<file path="config.mk">
export PLATFORM = sky130hd
export DESIGN_NAME = sort_datapath
export DESIGN_NICKNAME = d
export VERILOG_FILES = /design/src/rtl/sort_datapath.sv
export SDC_FILE = /design/constraint.sdc
export NUM_CORES = 1
export LEC_CHECK = 0
export CORE_MARGIN = 10
export CORE_UTILIZATION = 50
export CTS_BUF_LIST = sky130_fd_sc_hd__clkbuf_8
export DETAILED_ROUTE_END_ITERATION = 16
export PLACE_DENSITY = 0.69
export SLEW_MARGIN = 10
export SYNTH_ARGS = -nofsm -noshare
export SYNTH_HDL_FRONTEND = slang
export SYNTH_SLANG_ARGS = --single-unit
</file>
<file path="constraint.sdc">
create_clock -name clk -period 4.38 [get_ports clk]
set_input_delay 1.314 -clock clk [delete_from_list [all_inputs] [get_ports clk]]
set_output_delay 1.314 -clock clk [all_outputs]
set_load 0.03 [all_outputs]
</file>
<file path="src/rtl/sort_datapath.sv">
// sort_datapath
//   Datapath and array storage that answers the bubble-sort control FSM.
//   It holds the register file (N, I, J, K, A, B), an async-read RAM,
//   a shared ALU/comparator and the select muxes steered by the controller.
//   The host loads the array and its length before start and reads the
//   results back after done.
//
// Optional feature (macro SORT_SWAP_COUNT_EN):
//   When defined, adds output swap_count[15:0]. It counts the first half of
//   each swap (write with m3_sel=1), is cleared by clr and saturates at 16'hFFFF.
//   When undefined, the port and the counter do not exist.
//
// Ports
//   clk, rst_n             clock, asynchronous active-low reset
//   rd, wr                 RAM read qualify / RAM write strobe
//   operation              0 = compare (lt = m1 < m2), 1 = add
//   clr, preset            clear / set the done flag (clr wins)
//   m1_sel..m6_sel         operand, write-data, address and counter-source selects
//   ln, li, lj, lk, la, lb load enables for N, I, J, K, A, B
//   host_we/addr/wdata     host write port into the RAM
//   host_n                 array length, captured on ln and clamped to DEPTH
//   host_rdata             async read of mem[host_addr] (0 when out of range)
//   lt                     comparator result, combinational
//   done                   sort-finished flag
module sort_datapath #(
  parameter int DATA_W = 8,
  parameter int DEPTH  = 16,
  parameter int ADDR_W = 4
) (
  input  logic              clk,
  input  logic              rst_n,
  input  logic              rd,
  input  logic              wr,
  input  logic              operation,
  input  logic              clr,
  input  logic              preset,
  input  logic [1:0]        m1_sel,
  input  logic [1:0]        m2_sel,
  input  logic              m3_sel,
  input  logic [1:0]        m4_sel,
  input  logic              m5_sel,
  input  logic              m6_sel,
  input  logic              ln,
  input  logic              li,
  input  logic              lj,
  input  logic              lk,
  input  logic              la,
  input  logic              lb,
  input  logic              host_we,
  input  logic [ADDR_W-1:0] host_addr,
  input  logic [DATA_W-1:0] host_wdata,
  input  logic [ADDR_W:0]   host_n,
  output logic [DATA_W-1:0] host_rdata,
  output logic              lt,
  output logic              done
`ifdef SORT_SWAP_COUNT_EN
  ,
  output logic [15:0]       swap_count
`endif
);

  // Counter width: one extra bit so a counter can hold DEPTH itself.
  localparam int CW = ADDR_W + 1;
  localparam logic [CW-1:0] DEPTH_C = CW'(DEPTH);

  logic [CW-1:0]     n_r, i_r, j_r, k_r;
  logic [DATA_W-1:0] a_r, b_r;
  logic              done_r;
  logic [DATA_W-1:0] mem_r [DEPTH];

  logic [CW-1:0]     nlim_s;
  logic [DATA_W-1:0] m1_s, m2_s, wdata_s, rdata_s, host_rdata_s;
  logic [CW-1:0]     alu_s;
  logic              lt_s;
  logic [CW-1:0]     addr_s, host_addr_ext_s, n_next_s;
  logic              addr_ok_s, host_ok_s;

  // Saturating N-1 so an empty array gives a limit of 0 (outer compare fails).
  always_comb begin
    if (n_r == {CW{1'b0}}) begin
      nlim_s = {CW{1'b0}};
    end else begin
      nlim_s = n_r - {{(CW-1){1'b0}}, 1'b1};
    end
  end

  // ALU operand A mux.
  always_comb begin
    m1_s = {DATA_W{1'b0}};
    case (m1_sel)
      2'd0:    m1_s = DATA_W'(i_r);
      2'd1:    m1_s = DATA_W'(j_r);
      2'd2:    m1_s = b_r;
      2'd3:    m1_s = {DATA_W{1'b0}};
      default: m1_s = {DATA_W{1'b0}};
    endcase
  end

  // ALU operand B mux.
  always_comb begin
    m2_s = {DATA_W{1'b0}};
    case (m2_sel)
      2'd0:    m2_s = DATA_W'(nlim_s);
      2'd1:    m2_s = a_r;
      2'd2:    m2_s = DATA_W'(1'b1);
      2'd3:    m2_s = {DATA_W{1'b0}};
      default: m2_s = {DATA_W{1'b0}};
    endcase
  end

  // Sums only ever land in counters, so only the counter-width slice is
  // formed; truncating the operands first gives the same low bits.
  assign alu_s = m1_s[CW-1:0] + m2_s[CW-1:0];

  // Unsigned comparator; forced low while the ALU is adding.
  always_comb begin
    if (operation == 1'b0) begin
      lt_s = (m1_s < m2_s);
    end else begin
      lt_s = 1'b0;
    end
  end

  assign lt = lt_s;

  // RAM address mux.
  always_comb begin
    addr_s = {CW{1'b0}};
    case (m4_sel)
      2'd0:    addr_s = i_r;
      2'd1:    addr_s = {1'b0, host_addr};
      2'd2:    addr_s = k_r;
      2'd3:    addr_s = j_r;
      default: addr_s = {CW{1'b0}};
    endcase
  end

  assign addr_ok_s       = (addr_s < DEPTH_C);
  assign host_addr_ext_s = {1'b0, host_addr};
  assign host_ok_s       = (host_addr_ext_s < DEPTH_C);
  assign wdata_s         = m3_sel ? b_r : a_r;

  // Controller read port: out-of-range addresses read as zero.
  always_comb begin
    if (addr_ok_s) begin
      rdata_s = mem_r[addr_s[ADDR_W-1:0]];
    end else begin
      rdata_s = {DATA_W{1'b0}};
    end
  end

  // Host read port: out-of-range addresses read as zero.
  always_comb begin
    if (host_ok_s) begin
      host_rdata_s = mem_r[host_addr];
    end else begin
      host_rdata_s = {DATA_W{1'b0}};
    end
  end

  assign host_rdata = host_rdata_s;

  // Array length clamped to the storage size.
  always_comb begin
    if (host_n > DEPTH_C) begin
      n_next_s = DEPTH_C;
    end else begin
      n_next_s = host_n;
    end
  end

  // Register file and done flag; A/B load only when the read is qualified.
  always_ff @(posedge clk or negedge rst_n) begin
    if (!rst_n) begin
      n_r    <= {CW{1'b0}};
      i_r    <= {CW{1'b0}};
      j_r    <= {CW{1'b0}};
      k_r    <= {CW{1'b0}};
      a_r    <= {DATA_W{1'b0}};
      b_r    <= {DATA_W{1'b0}};
      done_r <= 1'b0;
    end else begin
      if (ln) n_r <= n_next_s;
      if (li) i_r <= m5_sel ? alu_s : {CW{1'b0}};
      if (lj) j_r <= m6_sel ? alu_s : {CW{1'b0}};
      if (lk) k_r <= alu_s;
      if (la && rd) a_r <= rdata_s;
      if (lb && rd) b_r <= rdata_s;
      if (clr) begin
        done_r <= 1'b0;
      end else if (preset) begin
        done_r <= 1'b1;
      end
    end
  end

  assign done = done_r;

  // Array storage, deliberately not reset; controller write beats host write.
  always_ff @(posedge clk) begin
    if (wr) begin
      if (addr_ok_s) begin
        mem_r[addr_s[ADDR_W-1:0]] <= wdata_s;
      end
    end else if (host_we && host_ok_s) begin
      mem_r[host_addr] <= host_wdata;
    end
  end

`ifdef SORT_SWAP_COUNT_EN
  logic [15:0] swap_cnt_r;

  // Counts first halves of swaps, cleared with done, saturating.
  always_ff @(posedge clk or negedge rst_n) begin
    if (!rst_n) begin
      swap_cnt_r <= 16'h0000;
    end else if (clr) begin
      swap_cnt_r <= 16'h0000;
    end else if (wr && m3_sel && (swap_cnt_r != 16'hFFFF)) begin
      swap_cnt_r <= swap_cnt_r + 16'h0001;
    end
  end

  assign swap_count = swap_cnt_r;
`endif

endmodule

</file>
# After elaboration in Yosys (flattened, before gate mapping)
# Memories as Yosys holds them, arrays and structs flattened.
# Index checks and enable logic that the tools add are counted.
# word_totals
regBits	37
ramBits	128
in_bits	40
output_inout_bits	10
wordCells	54
n_memories	1
# memory_table
name	depth	word_bits	rd	rd_clocked_by_memory_dff	wr	line	text
mem_r	16	8	2	0	1	69	logic [DATA_W-1:0] mem_r [DEPTH];
# classes
addsub	2
n_lt_le_gt_ge	4
n_eq_ne	9
muxes	22
n_reduce_logical	9
# ops
cell	count
one-hot mux 8 bit (4 select lines)	2
two-way mux 8 bit	4
two-way mux 5 bit	4
one-hot mux 5 bit (4 select lines)	1
equality test 2 bit (second input constant)	6
two-way mux 1 bit	10
less-than comparator 8 bit	1
OR reduction 8 bit	1
equality test 2 x 1 -> 1 bit (second input constant)	3
logical NOT 2 bit	3
adder 5 bit	1
greater-than comparator 5 bit (second input constant)	1
logical NOT 5 bit	1
less-than comparator 4 x 5 -> 1 bit (second input constant)	1
less-than comparator 5 bit (second input constant)	1
subtractor 5 x 1 -> 5 bit (second input constant)	1
two-way mux 4 bit	1
logical AND 1 bit	3
nonzero test 2 bit	1

# Logic depth before layout (Yosys ltp)
# logic_depth
word_depth	7
depth_mapped	13
depth_no_buf	13

# Worst setup path before layout
# Ideal clock, no wire load.
# synth_timing
path_kind	input to output
from	in m1_sel[0]
to	out lt
arrival_time_ps	3233
setup_slack_ps	-167
stages	10
n_path_buf	1
cell_sequence	clkbuf_1 > nor2b_1 > nand2_1 > o21ai_0 > ha_1 > o21ba_2 > o21bai_1 > a21oi_1 > o21ai_0 > a31oi_1
# synth_between
elab_chain_cells	4
elab_cells_between_ends	7
cone_classes	order compare: 1; eq/ne: 3; mux: 2; reduce/logical: 1
# synth_lines
item	line	text
start, declared	37	input logic [1:0] m1_sel,
equality test 2 bit, or another cell as far along	90	case (m1_sel)
one-hot mux 8 bit (4 select lines) *	90	
less-than comparator 8 bit *	118	lt_s = (m1_s < m2_s);
two-way mux 1 bit *	117	if (operation == 1'b0) begin
end, declared	54	output logic lt,
# Every way passes the cells marked *; elsewhere a longest branch is shown, timed or not.

# Worst setup path after layout
# layout_timing
from	in m2_sel[0]
to	out lt
# layout_between
elab_chain_cells	4
elab_cells_between_ends	7
cone_classes	order compare: 1; eq/ne: 3; mux: 2; reduce/logical: 1
# layout_lines
item	line	text
start, declared	38	input logic [1:0] m2_sel,
equality test 2 bit, or another cell as far along	102	case (m2_sel)
one-hot mux 8 bit (4 select lines) *	102	
less-than comparator 8 bit *	118	
two-way mux 1 bit *	117	
# Marked as above.

==> impl_metrics.yaml <==
logic_synthesis:
  syn_inst: 596
  synth_common_cells: "128 x edfxtp_1, 79 x mux2i_1, 50 x nand2_1, 44 x mux4_2, 37 x dfrtp_1"
  synth_top_cell_by_area: "edfxtp_1"
  synth.top_cell.area_share_pct: 45.5
  syn_nets: 650
  syn_area_per_cell_um2: 14.2
  synth_area_leaders: "edfxtp_1 46%, mux4_2 12%, dfrtp_1 11%, mux2i_1 9.4%, nand2_1 2.2%"
  yosys_warnings: 0
  syn_area_um2: 8440
  synthArstFlopShare_pct: 22.4
  synth_cell_types: 44
  seq_area_frac_synth_pct: 56.5
  synth-edff-count: 128
  yosysMostFrequentCell: "edfxtp_1"
  yosys_register_bits: 165
  ys.flop_type: "edfxtp_1"
critical_path:
  worstPathArrival_ns: 3.07
  cp_max_fo: 3
  slowest_delay_ns: 0.41
  path_cells: "buf_6 -> or3_4 -> buf_6 -> buf_4 -> o21ai_0 -> ha_1 -> inv_1 -> a21oi_1 -> o21ai_1 -> a31oi_2 -> buf_6"
  cp-end-kind: "primary output"
  critPathRequiredTime_ns: 3.07
  crit_type: "input pin to primary output"
  cp_num_buf_inv: 5
  critPathTopFamily: "buffers and inverters"
  slowest_stage: "or3_4"
  cp-start-kind: "input pin"
  cpMostUsedCell: "buf_6"
hold_path:
  min_path_type: "flip-flop to flip-flop"
timing:
  finalMaxSlewViolations: 0
  worstMarginPinSlew_ns: 1.32
  rsz0062_at_grt: "true"
  fin_skew_ns: 0.0164
  setup_slack_ns: -0.00871
  final_hold_viol_count: 0
  finalSetupTns_ns: -0.00871
  worst_hold_slack_ns: 0.508
  min_period_over_period_pct: 100
  slew_headroom_pct: 11.8
  setup_violations: 1
  fmax_ghz: 0.228
  post-route-min-period_ns: 4.39
final_layout:
  drive_above_1_share_pct: 25.3
  diodes: 0
  fin_nets: 745
  area_delta_synth_final_pct: 18.8
  fin_area_um2: 10000
  finalNonFillerCells: 924
power:
  power.total_mw: 5.05
  cellLeakagePower_nw: 3.68
  vdd_drop_max_mv: 0.218
  p_per_area_nw_per_um2: 504
grt:
  grt_max_degree: 66
  grt_pass1_wl_um: 35100
  grt_antenna_before_repair: 0
  grt_pass1_vias: 5884
  gr-usage-all-layers_pct: 21.1
  grt_overflow: 0
die:
  fp.dieH_um: 150
  dieArea_um2: 22500
  core_area_um2: 16600
  num_io_pins: 50
  fp.dieW_um: 150
  num_rows: 47
  start_util_pct: 50.9
status:
  violations: "negative setup slack"
  status: "finished with violations"
placed_design:
  hpwl_um: 16000
  gp_congestion: 0.907
  dp.cells: 887
  port_buffers: 49
  placed_area_um2: 9450
route:
  drt-initial-drc-count: 597
  detail-route-antenna-nets: 0
  wl_per_cell_um: 25.2
  dr.pass1.iters: 5
  drc: 0
  dr_total_vias: 5704
  wl_um: 23300
  viasPerCell: 6.17
job:
  maxCapViolCount: 0
clock_tree:
  clockBufferDepth: 2
  cts-root-buf: "clkbuf_8"
  clock_latency_ns: 0.48
  cts_tree: "done"
  cts_made_buffers: 17
  clk_pin_slew_worst_paths_ns: 0.09
  cts_htree_levels: 4
  hold_buffers: 0
  cts_sinks: 165
[sequential cells by signal, indices dropped and copies added (netlist names)]
name   cells
n_r        5
j_r        5
k_r        5
b_r        8
a_r        8
i_r        5
mem_r    128
done       1
[cell usage in the layout, fill, tap and decap left out, types with 3 or more instances in the layout]
cell | Yosys | routed
xnor2_1 | 5 | 5
nor3_1 | 3 | 3
o211ai_1 | 16 | 16
buf_2 | 7 | 3
inv_6 | 0 | 5
edfxtp_1 | 128 | 128
clkdlybuf4s50_1 | 0 | 33
nand3b_1 | 4 | 4
o21ai_0 | 25 | 20
nand3_1 | 22 | 22
and2_1 | 4 | 4
o21a_1 | 4 | 4
a22oi_1 | 24 | 24
a22oi_2 | 9 | 9
nor2_1 | 28 | 27
nand2_1 | 50 | 49
dfrtp_1 | 37 | 37
inv_1 | 22 | 22
o22ai_1 | 6 | 6
o21ai_1 | 0 | 3
mux2_2 | 3 | 3
buf_12 | 1 | 5
a31oi_1 | 5 | 4
buf_6 | 6 | 5
mux2i_1 | 79 | 78
mux4_2 | 44 | 43
buf_4 | 6 | 59
clkbuf_8 | 0 | 17
a21oi_1 | 6 | 6
bufinv_16 | 0 | 3
ha_1 | 13 | 10
[layer usage]
layer / wire [um] / share of wire, % / GRT usage [%] / vias up
met5: 0 / 0 / 0 / -
met4: 561 / 2.4 / 7.87 / 0
met3: 1700 / 7.3 / 4.08 / 48
met2: 11800 / 51 / 35.3 / 270
met1: 9230 / 40 / 26.6 / 2861
li1: - / - / - / 2525
[area by class of cell]
cell class / count / area (um2)
Inverter: 22 / 82.6
Timing Repair Buffer: 109 / 1000
Sequential cell: 165 / 4770
Clock inverter: 15 / 214
Multi-Input combinational cell: 376 / 3450
Tap cell: 220 / 275
Clock buffer: 17 / 234
Fill cell: 1285 / 6550
[repair_timing]
item                       4_1_cts  5_1_grt
pin swaps                        9        9
setup endpoints to repair        9        1
buffers inserted                 3        1
cloned                           1        0
gates resized for setup         24       13
[path summary, 6_finish.rpt]
| path | startpoint | to | slack (ns) | depth (start not counted) |
|---|---|---|---|---|
| worst min register to register | done$_DFFE_PN0P_ | done$_DFFE_PN0P_ | 0.51 | 2 |
| min in group asynchronous | rst_n | k_r[1]$_DFFE_PN0P_ | 0.92 | 1 |
| worst max register to register | n_r[0]$_DFFE_PN0P_ | j_r[4]$_DFFE_PN0P_ | 1.59 | 14 |
| worst max-delay path | m2_sel[0] | lt | -0.009 | 11 |
| worst min-delay path | done$_DFFE_PN0P_ | done$_DFFE_PN0P_ | 0.51 | 2 |
| max in group asynchronous | rst_n | n_r[3]$_DFFE_PN0P_ | 2.92 | 1 |
[worst min-delay path, stage by stage, from the launching register on]
cell and delay [ns]:
dfrtp_1 0.35, nor2_1 0.04, nor2_1 0.07
[power breakdown]
group / switching [mW] / internal (mW) / leakage, nW
clock: 0.625 / 0.590 / 0.222
combinational: 0.952 / 0.692 / 1.82
sequential: 0.154 / 2.04 / 1.64
[cells by family (layout without fill, tap and decap cells)]
logic type	count (synthesis)	count (layout)	share of synthesized area [%]
XOR/XNOR	5	5	0.519
adder cells (fa/ha/maj)	14	14	2.16
AND/OR/NAND/NOR	126	126	6.90
flip-flops	165	165	56.5
multiplexers	126	126	21.5
buffers and inverters	55	163	3.54
AO/OA/AOI/OAI	105	105	8.89
[through the flow]
step / utilization [%] / setup WS (ns)
floorplan: - / 0.0295
global placement: 57.0 / -0.478
detailed placement: 57.0 / -0.484
CTS: 60.1 / 0.00357
global route: 60.5 / -0.0932
finish: 60.5 / -0.00871
Note: power is estimated with default switching activity, not from simulation.
